==> src/rtl/uart_pkg.sv <==
// Shared definitions for the UART transmit path: byte width and arbiter FSM states.
package uart_pkg;

  localparam int unsigned UART_DATA_W = 8;

  typedef enum logic [1:0] {
    IDLE      = 2'd0,
    LAUNCH    = 2'd1,
    WAIT_ACT  = 2'd2,
    WAIT_DONE = 2'd3
  } arb_state_e;

endpackage

==> src/rtl/rr_arbiter.sv <==
// Combinational round-robin pick: first set request bit searching upward
// from (last+1) with wrap-around. No state; the caller owns the pointer.
module rr_arbiter #(
  parameter  int unsigned NUM_REQ = 4,
  localparam int unsigned REQ_W   = $clog2(NUM_REQ)
) (
  input  logic [NUM_REQ-1:0] req,
  input  logic [REQ_W-1:0]   last,
  output logic [REQ_W-1:0]   grant_idx,
  output logic               grant_valid
);

  // Walk the candidates in priority order; the first hit wins.
  always_comb begin
    logic [REQ_W-1:0] cand;
    grant_idx   = '0;
    grant_valid = 1'b0;
    cand        = last;
    for (int unsigned i = 0; i < NUM_REQ; i++) begin
      // Explicit wrap keeps the search correct for non-power-of-two NUM_REQ.
      cand = (cand == REQ_W'(NUM_REQ - 1)) ? '0 : cand + REQ_W'(1);
      if (!grant_valid && req[cand]) begin
        grant_valid = 1'b1;
        grant_idx   = cand;
      end
    end
  end

endmodule

==> src/rtl/uart_tx_arbiter.sv <==
// Shares one uart_tx among NUM_REQ byte requesters with round-robin fairness,
// one byte per grant, and sequences the transmitter's start/active/done handshake.
module uart_tx_arbiter
  import uart_pkg::*;
#(
  parameter  int unsigned NUM_REQ     = 4,
  parameter  int unsigned ACT_TIMEOUT = 1024,
  localparam int unsigned REQ_W       = $clog2(NUM_REQ)
) (
  input  logic                           clk,
  input  logic                           rst,
  input  logic [NUM_REQ-1:0]             req,
  input  logic [NUM_REQ*UART_DATA_W-1:0] req_data,
  input  logic [NUM_REQ-1:0]             req_parity,
  output logic [NUM_REQ-1:0]             ack,
  output logic [NUM_REQ-1:0]             done,
  output logic [REQ_W-1:0]               owner,
  output logic                           busy,
  output logic                           timeout_err,
  output logic                           tx_start,
  output logic [UART_DATA_W-1:0]         tx_data,
  output logic                           tx_parity_en,
  input  logic                           tx_active,
  input  logic                           tx_done
);

  localparam int unsigned CNT_W = ($clog2(ACT_TIMEOUT) < 1) ? 1 : $clog2(ACT_TIMEOUT);

  arb_state_e             state_q, state_d;
  logic [REQ_W-1:0]       owner_q, owner_d;
  logic [REQ_W-1:0]       last_q, last_d;
  logic                   busy_q, busy_d;
  logic                   timeout_err_q, timeout_err_d;
  logic                   tx_start_q, tx_start_d;
  logic [UART_DATA_W-1:0] tx_data_q, tx_data_d;
  logic                   tx_parity_en_q, tx_parity_en_d;
  logic [NUM_REQ-1:0]     ack_q, ack_d;
  logic [NUM_REQ-1:0]     done_q, done_d;
  logic [CNT_W-1:0]       cnt_q, cnt_d;

  logic [REQ_W-1:0]       grant_idx;
  logic                   grant_valid;
  logic [UART_DATA_W-1:0] req_bytes [NUM_REQ];

  rr_arbiter #(.NUM_REQ(NUM_REQ)) u_rr (
    .req         (req),
    .last        (last_q),
    .grant_idx   (grant_idx),
    .grant_valid (grant_valid)
  );

  // Split the flat request data bus into per-requester bytes.
  always_comb begin
    for (int unsigned i = 0; i < NUM_REQ; i++) begin
      req_bytes[i] = req_data[i*UART_DATA_W +: UART_DATA_W];
    end
  end

  // Next-state and registered-output logic for the launch/handshake FSM.
  always_comb begin
    state_d        = state_q;
    owner_d        = owner_q;
    last_d         = last_q;
    busy_d         = busy_q;
    timeout_err_d  = timeout_err_q;
    tx_data_d      = tx_data_q;
    tx_parity_en_d = tx_parity_en_q;
    cnt_d          = cnt_q;
    tx_start_d     = 1'b0;
    ack_d          = '0;
    done_d         = '0;
    unique case (state_q)
      IDLE: begin
        if (grant_valid) begin
          owner_d        = grant_idx;
          tx_data_d      = req_bytes[grant_idx];
          tx_parity_en_d = req_parity[grant_idx];
          busy_d         = 1'b1;
          state_d        = LAUNCH;
        end
      end
      LAUNCH: begin
        tx_start_d     = 1'b1;
        ack_d[owner_q] = 1'b1;
        last_d         = owner_q;
        cnt_d          = '0;
        state_d        = WAIT_ACT;
      end
      WAIT_ACT: begin
        if (tx_active) begin
          state_d = WAIT_DONE;
        end else if (cnt_q == CNT_W'(ACT_TIMEOUT - 1)) begin
          timeout_err_d = 1'b1;
          busy_d        = 1'b0;
          state_d       = IDLE;
        end else begin
          cnt_d = cnt_q + CNT_W'(1);
        end
      end
      WAIT_DONE: begin
        // tx_active was seen first, so a tx_done level left over from the
        // previous byte cannot terminate this wait early.
        if (!tx_active && tx_done) begin
          done_d[owner_q] = 1'b1;
          busy_d          = 1'b0;
          state_d         = IDLE;
        end
      end
      default: state_d = IDLE;
    endcase
  end

  // State and output registers; reset returns everything to idle at once.
  always_ff @(posedge clk or posedge rst) begin
    if (rst) begin
      state_q        <= IDLE;
      owner_q        <= '0;
      last_q         <= REQ_W'(NUM_REQ - 1);
      busy_q         <= 1'b0;
      timeout_err_q  <= 1'b0;
      tx_start_q     <= 1'b0;
      tx_data_q      <= '0;
      tx_parity_en_q <= 1'b0;
      ack_q          <= '0;
      done_q         <= '0;
      cnt_q          <= '0;
    end else begin
      state_q        <= state_d;
      owner_q        <= owner_d;
      last_q         <= last_d;
      busy_q         <= busy_d;
      timeout_err_q  <= timeout_err_d;
      tx_start_q     <= tx_start_d;
      tx_data_q      <= tx_data_d;
      tx_parity_en_q <= tx_parity_en_d;
      ack_q          <= ack_d;
      done_q         <= done_d;
      cnt_q          <= cnt_d;
    end
  end

  assign ack          = ack_q;
  assign done         = done_q;
  assign owner        = owner_q;
  assign busy         = busy_q;
  assign timeout_err  = timeout_err_q;
  assign tx_start     = tx_start_q;
  assign tx_data      = tx_data_q;
  assign tx_parity_en = tx_parity_en_q;

endmodule

==> config.mk <==
export PLATFORM = sky130hd
export DESIGN_NAME = uart_tx_arbiter
export DESIGN_NICKNAME = d
export VERILOG_FILES = /design/src/rtl/uart_pkg.sv /design/src/rtl/rr_arbiter.sv /design/src/rtl/uart_tx_arbiter.sv
export SDC_FILE = /design/constraint.sdc
export NUM_CORES = 1
export LEC_CHECK = 0
export ABC_AREA = 1
export BUFFER_PORTS_ARGS = -buffer_cell sky130_fd_sc_hd__buf_4
export CAP_MARGIN = 5
export CELL_PAD_IN_SITES_DETAIL_PLACEMENT = 1
export CELL_PAD_IN_SITES_GLOBAL_PLACEMENT = 1
export CORE_ASPECT_RATIO = 0.5
export CORE_MARGIN = 4
export CORE_UTILIZATION = 33
export DETAILED_ROUTE_END_ITERATION = 8
export PLACE_DENSITY = 0.77
export SYNTH_ARGS = -nofsm -noshare
export SYNTH_HDL_FRONTEND = slang
export SYNTH_HIERARCHICAL = 1
export SYNTH_SLANG_ARGS = --single-unit
==> constraint.sdc <==
create_clock -name clk -period 2.4 [get_ports clk]
set_input_delay 0.48 -clock clk [delete_from_list [all_inputs] [get_ports clk]]
set_output_delay 0.48 -clock clk [all_outputs]
set_load 0.02 [all_outputs]
== Yosys cells after proc, flatten, opt, wreduce, memory -nomap -nowiden ==
Index checks and enable logic that the tools add are counted.
W data, S select, Z words.

* Equal/unequal tests: 14
* Reductions and logical operators: 17
* Mux-type cells: 44
* Add/subtract/negate cells: 5
* Bitwise logic cells: 2
* Magnitude comparators: 8

{| class="wikitable"
|+ Operator list
! cell !! number
|-
| $mux W2 || 12
|-
| $mux W10 || 2
|-
| $pmux W10 S2 || 1
|-
| $lt A2 B3 Y1 const B || 6
|-
| $bmux W8 S2 || 1
|-
| $mux W8 || 2
|-
| $mux W1 || 15
|-
| $eq A2 B2 Y1 const B || 6
|-
| $mux W4 || 3
|-
| $add A10 B1 Y10 const B || 1
|-
| $bmux W1 S2 || 5
|-
| $eq A10 B10 Y1 const B || 1
|-
| $ne A2 B2 Y1 const B || 5
|-
| $reduce_and A3 Y1 || 3
|-
| $add A2 B1 Y2 const B || 4
|-
| $pmux W2 S4 || 1
|-
| $logic_and A1 B1 Y1 || 5
|-
| $reduce_and A5 Y1 || 1
|-
| $logic_not A1 Y1 || 4
|-
| $ge A3 B3 Y1 const B || 1
|-
| $ne A3 B3 Y1 const B || 1
|-
| $not A2 Y3 || 1
|-
| $pmux W1 S3 || 1
|-
| $reduce_bool A3 Y1 || 1
|-
| 7 further kinds || 7
|}

* Output and inout bits: 22
* Register bits: 36
* Bits of input ports: 44

== Logic depth before layout (Yosys ltp) ==
* Depth in word-level cells: 18
* Depth in mapped cells: 18
* Depth with buffers taken out: 17

== Hierarchy ==
The synthesis kept the hierarchy.

{| class="wikitable"
|+ Modules (own cells, without submodules)
! module !! area an instance (um^2) !! cells an instance !! instances
|-
| uart_tx_arbiter || 1924.3 || 248 || 1
|-
| rr_arbiter || 352.8 || 72 || 1
|}

== Worst setup path after synthesis ==
No wires, ideal clock.

* Path type: register to register
* From: register last_q[0]
* To: register tx_data_q[0] (netlist: tx_data[0])
* Library setup time: 0.135 ns
* Path buffers: 2
* Clock period less this slack: 2.323 ns
* Arrival time: 2.188 ns
* Setup slack: 0.077 ns
* Stages on the path, launching flop included: 16
* Cells stage by stage: dfstp_2 ha_1 inv_1 nand2_1 nand2_1 nand2_1 nand2_2 nand2_2 nor2_4 nand3_1 nand2_1 buf_2 inv_1 clkbuf_2 o21ai_0 a31oi_1

* Word-level cells in the longest chain between the ends: 18
* Elaborated cells on any way between the ends: 39
* Those cells by class: 4 x add/sub; 4 x eq/ne; 23 x mux; 1 x bitwise; 7 x reduce/logical

{| class="wikitable"
|+ RTL lines
! item !! RTL line !! source
|-
| from (decl) || uart_tx_arbiter.sv:31 || <nowiki>logic [REQ_W-1:0] last_q, last_d;</nowiki>
|-
| from (signal assigned) || uart_tx_arbiter.sv:118 || <nowiki>last_q <= REQ_W'(NUM_REQ - 1);</nowiki>
|-
| from (signal assigned) || uart_tx_arbiter.sv:130 || <nowiki>last_q <= last_d;</nowiki>
|-
| $add A2 B1 Y2 / $eq A2 B2 Y1 (equally long branches) || rr_arbiter.sv:21 || <nowiki>cand = (cand == REQ_W'(NUM_REQ - 1)) ? '0 : cand + REQ_W'(1);</nowiki>
|-
| $mux W2 * || rr_arbiter.sv:21 ||
|-
| branches (longest 11 deep; another with $add A2 B1 Y2) || n/a ||
|-
| $mux W2 * || rr_arbiter.sv:22 || <nowiki>if (!grant_valid && req[cand]) begin</nowiki>
|-
| via grant_idx[0] || uart_tx_arbiter.sv:41 || <nowiki>logic [REQ_W-1:0] grant_idx;</nowiki>
|-
| $not A2 Y3 (not written as such) * || uart_tx_arbiter.sv:76 || <nowiki>tx_data_d = req_bytes[grant_idx];</nowiki>
|-
| $bmux W8 S2 * || uart_tx_arbiter.sv:76 ||
|-
| $mux W8 (not written as such) * (2 in a row) || uart_tx_arbiter.sv:76 ||
|-
| to (signal assigned) || uart_tx_arbiter.sv:134 || <nowiki>tx_data_q <= tx_data_d;</nowiki>
|-
| to (decl) || uart_tx_arbiter.sv:35 || <nowiki>logic [UART_DATA_W-1:0] tx_data_q, tx_data_d;</nowiki>
|}

Mark *: on every way through the listed nets, which the timed path passes. The select of a mux whose other input is x is not followed.
A chain may end at the register's enable or synchronous reset.

== Worst setup path in the final report ==
* From: register last_q[0]
* To: register tx_data_q[4] (netlist: tx_data[4])

Same word-level chain as after synthesis.

==> flow_metrics.tcl <==
set metrics [dict create \
    cpMaxStageDelayCell "dfstp_2" \
    die_area_um2 8370 \
    skew_ps 3.90 \
    rr_startpoint "last_q[0]" \
    status "finished clean" \
    synth_edf_count 0 \
    clk_pin_slew_ps 60 \
    clk_path_buf_depth 2 \
    r2r_slack_ps 160 \
    core_um2 6700 \
    slew_headroom 0.786 \
    dr.pass1.iters 4 \
    power_frac_clock 0.148 \
    detail-route-antenna-nets 0 \
    drv_cap 0 \
    num_rows 21 \
    postSynthCellCount 320 \
    grt_max_degree 24 \
    start_util 0.340 \
    setup_viol 0 \
    irDropWorstVdd_v 0.000678 \
    worst_path_largest_cell_delay_ps 560 \
    drv_slew 0 \
    setup_tns_ps 0 \
    wl_per_cell_um 14.3 \
    start_kind "flop" \
    worstPathRequired_ps 2560 \
    hold_viol 0 \
    synth.most_common_cell "nand2_1" \
    synth_top_family_by_area "simple AND/OR/NAND/NOR gates" \
    period_share 0.934 \
    crit_fanout 19 \
    first_global_vias 2401 \
    dr_total_vias 2349 \
    synth_common_cells "73 x nand2_1, 68 x nor2_1, 34 x dfrtp_1" \
    whs_ps 219 \
    gp_congestion 0.776 \
    yosysSeqAreaShare 0.397 \
    area_growth_pct 40.8 \
    switchingPower_uw 2380 \
    cts_tree "yes" \
    synth_compound_area_frac 0.110 \
    crit_top_cell "nand2_2" \
    place_hpwl_mm 5.32 \
    track_usage 0.169 \
    htree_levels 2 \
    worstSetupPathType "reg2reg" \
    num_io_pins 66 \
    power_frac_comb 0.667 \
    avgSynthCellArea_um2 7.12 \
    synth_top_flop_cell "dfrtp_1" \
    synthXorXnorAreaFrac 0.0115 \
    synth.area.top_cells "dfrtp_1 37%, nand2_1 12%, nor2_1 11%" \
    drtIter0Drc 79 \
    synthSimpleGateAreaFrac 0.369 \
    crit_path_end_kind "flop" \
    yosys.area.top_type "dfrtp_1" \
    ys_types 28 \
    port_buffers 65 \
    grt_overflow_total 0 \
    grt_pass1_wl_mm 11.3 \
    insertion_delay_ps 280 \
    viasPerCell 4.77 \
    min_period_ps 2240 \
    worst_ep_arrival_time_ps 2400 \
    drive_above_1_share 0.305 \
    die_width_um 125 \
    antenna_found_initial 0 \
    seqPwrFrac 0.185 \
    die_h_um 66.7 \
    critical_path.startpoint "last_q[0]" \
    antennaDiodeCount 0 \
    leakage_uw 0.00159 \
    syn-num-nets 371 \
    powerDensity_nw_per_um2 1570 \
    reg2reg_depth 15 \
    crit_end "tx_data[4]" \
    swShare 0.472 \
    route.detailed.drc 0 \
    r2r-end "tx_data[4]" \
    wirelength_mm 7.06 \
    synth_top_area_frac 0.374 \
    power.internal_uw 2650 \
    numCtsBuffers 5 \
    synthAdderAreaFrac 0.0385 \
    crit_path_cell_trace "buf_4 > inv_1 > nand2_2 > nand2_2 > nand2_2 > nand2_2 > nand2_2 > nand2_2 > nor2_4 > nand3_2 > nand2_4 > clkinvlp_4 > buf_12 > o21ai_0 > a31oi_1" \
    async_flop_share 1.00 \
    hp-class "in2async" \
    nNetsFinal 450 \
    cts-root-buf "clkbuf_16" \
    ys_warn_count 6 \
    synth_area_um2 2280 \
    fmax_mhz 446 \
    synth_seq_cells 36 \
    cts.sinks 36 \
    worst_pin_slew_ps 321 \
    synth.mux.area_fraction 0 \
]
## layout make-up
cell class / count / area (um^2)
inverter: 31 / 125
sequential: 36 / 903
clock inverter: 3 / 42.5
timing repair buffer: 79 / 636
fill: 858 / 3490
clock buffer: 5 / 125
tap: 92 / 115
multi-input combinational: 246 / 1260
## through the flow
stage | setup slack, ps | util | std cells | total power (uW) | instance area, um^2
2_1_floorplan | 77.2 | - | 320 | 2910 | 2280
3_3_place_gp | -14.7 | 0.433 | 477 | 3660 | 2900
3_5_place_dp | -130 | 0.433 | 477 | 3770 | 2900
4_1_cts | 0.507 | 0.464 | 486 | 4720 | 3110
5_1_grt | -2.81 | 0.478 | 492 | 5500 | 3210
6_report | 159 | 0.478 | 492 | 5030 | 3210
## logic make-up (layout without fill, tap and decap cells)
family / Yosys count / after routing
and+or+nand+nor: 191 / 192
AOI/OAI and AO/OA: 44 / 44
DFF: 36 / 36
xor gates and xnor gates: 3 / 3
adders and majority gates: 7 / 7
buffers and inverters: 39 / 118
## what timing repair did
item | CTS | global route
gates cloned | 0 | 2
resized for setup | 8 | 25
buffers inserted | 1 | 4
setup endpoints to repair | 9 | 12
pin swaps | 0 | 2
hold buffers | 0 | 0
## flip-flops by register name (all words and copies together), names as in the netlist
register	flops
ack	4
busy	1
cnt_q	10
done	4
last_q	2
owner	2
state_q	2
timeout_err	1
tx_data	8
tx_parity_en	1
tx_start	1
## metal layers
metal | part of all wire | track usage
met2 | 0.52 | 0.314
met4 | 0.014 | 0.0486
met1 | 0.44 | 0.202
met3 | 0.020 | 0.0304
met5 | 0 | 0
## power groups by stage
stage | Combinational (uW) | Clock (uW) | Sequential [uW]
finish | 3360 | 744 | 929
global route | 3740 | 808 | 961
CTS | 3030 | 760 | 927
detailed placement | 2840 | 0 | 937
global placement | 2740 | 0 | 925
floorplan | 1830 | 0 | 1070
## worst min path at each step
stage / from / endpoint / slack (ps)
after CTS: rst / tx_data[4] / 220
after detailed placement: busy / busy / 460
final: rst / tx_data[4] / 220
after floorplan: last_q[1] / last_q[1] / 470
after global routing: rst / tx_data[4] / 230
after global placement: busy / busy / 450
## layout by cell type, fill, tap and decap left out, types with 2 or more instances in the layout
cell type / count
buf_4: 76
nand2_1: 70
nor2_1: 66
dfrtp_1: 34
inv_1: 26
nand3_1: 21
o21ai_1: 18
nand2_2: 14
o21ai_0: 11
a31oi_1: 9
ha_1: 6
clkbuf_16: 6
nor3_1: 5
nor2_4: 4
nand4_1: 4
nor2_2: 3
xor2_1: 3
nand2_4: 3
clkinvlp_4: 2
o21bai_1: 2
inv_4: 2
dfstp_2: 2
buf_12: 2
## worst max-delay path, delay by kind of cell (launching register included)
| kind | cells | cell delay (ps) |
|---|---|---|
| and+or+nand+nor | 9 | 780 |
| AOI/OAI and AO/OA | 2 | 270 |
| DFF | 1 | 560 |
| buffers and inverters | 4 | 490 |
Note: power is estimated with default switching activity, not from simulation.
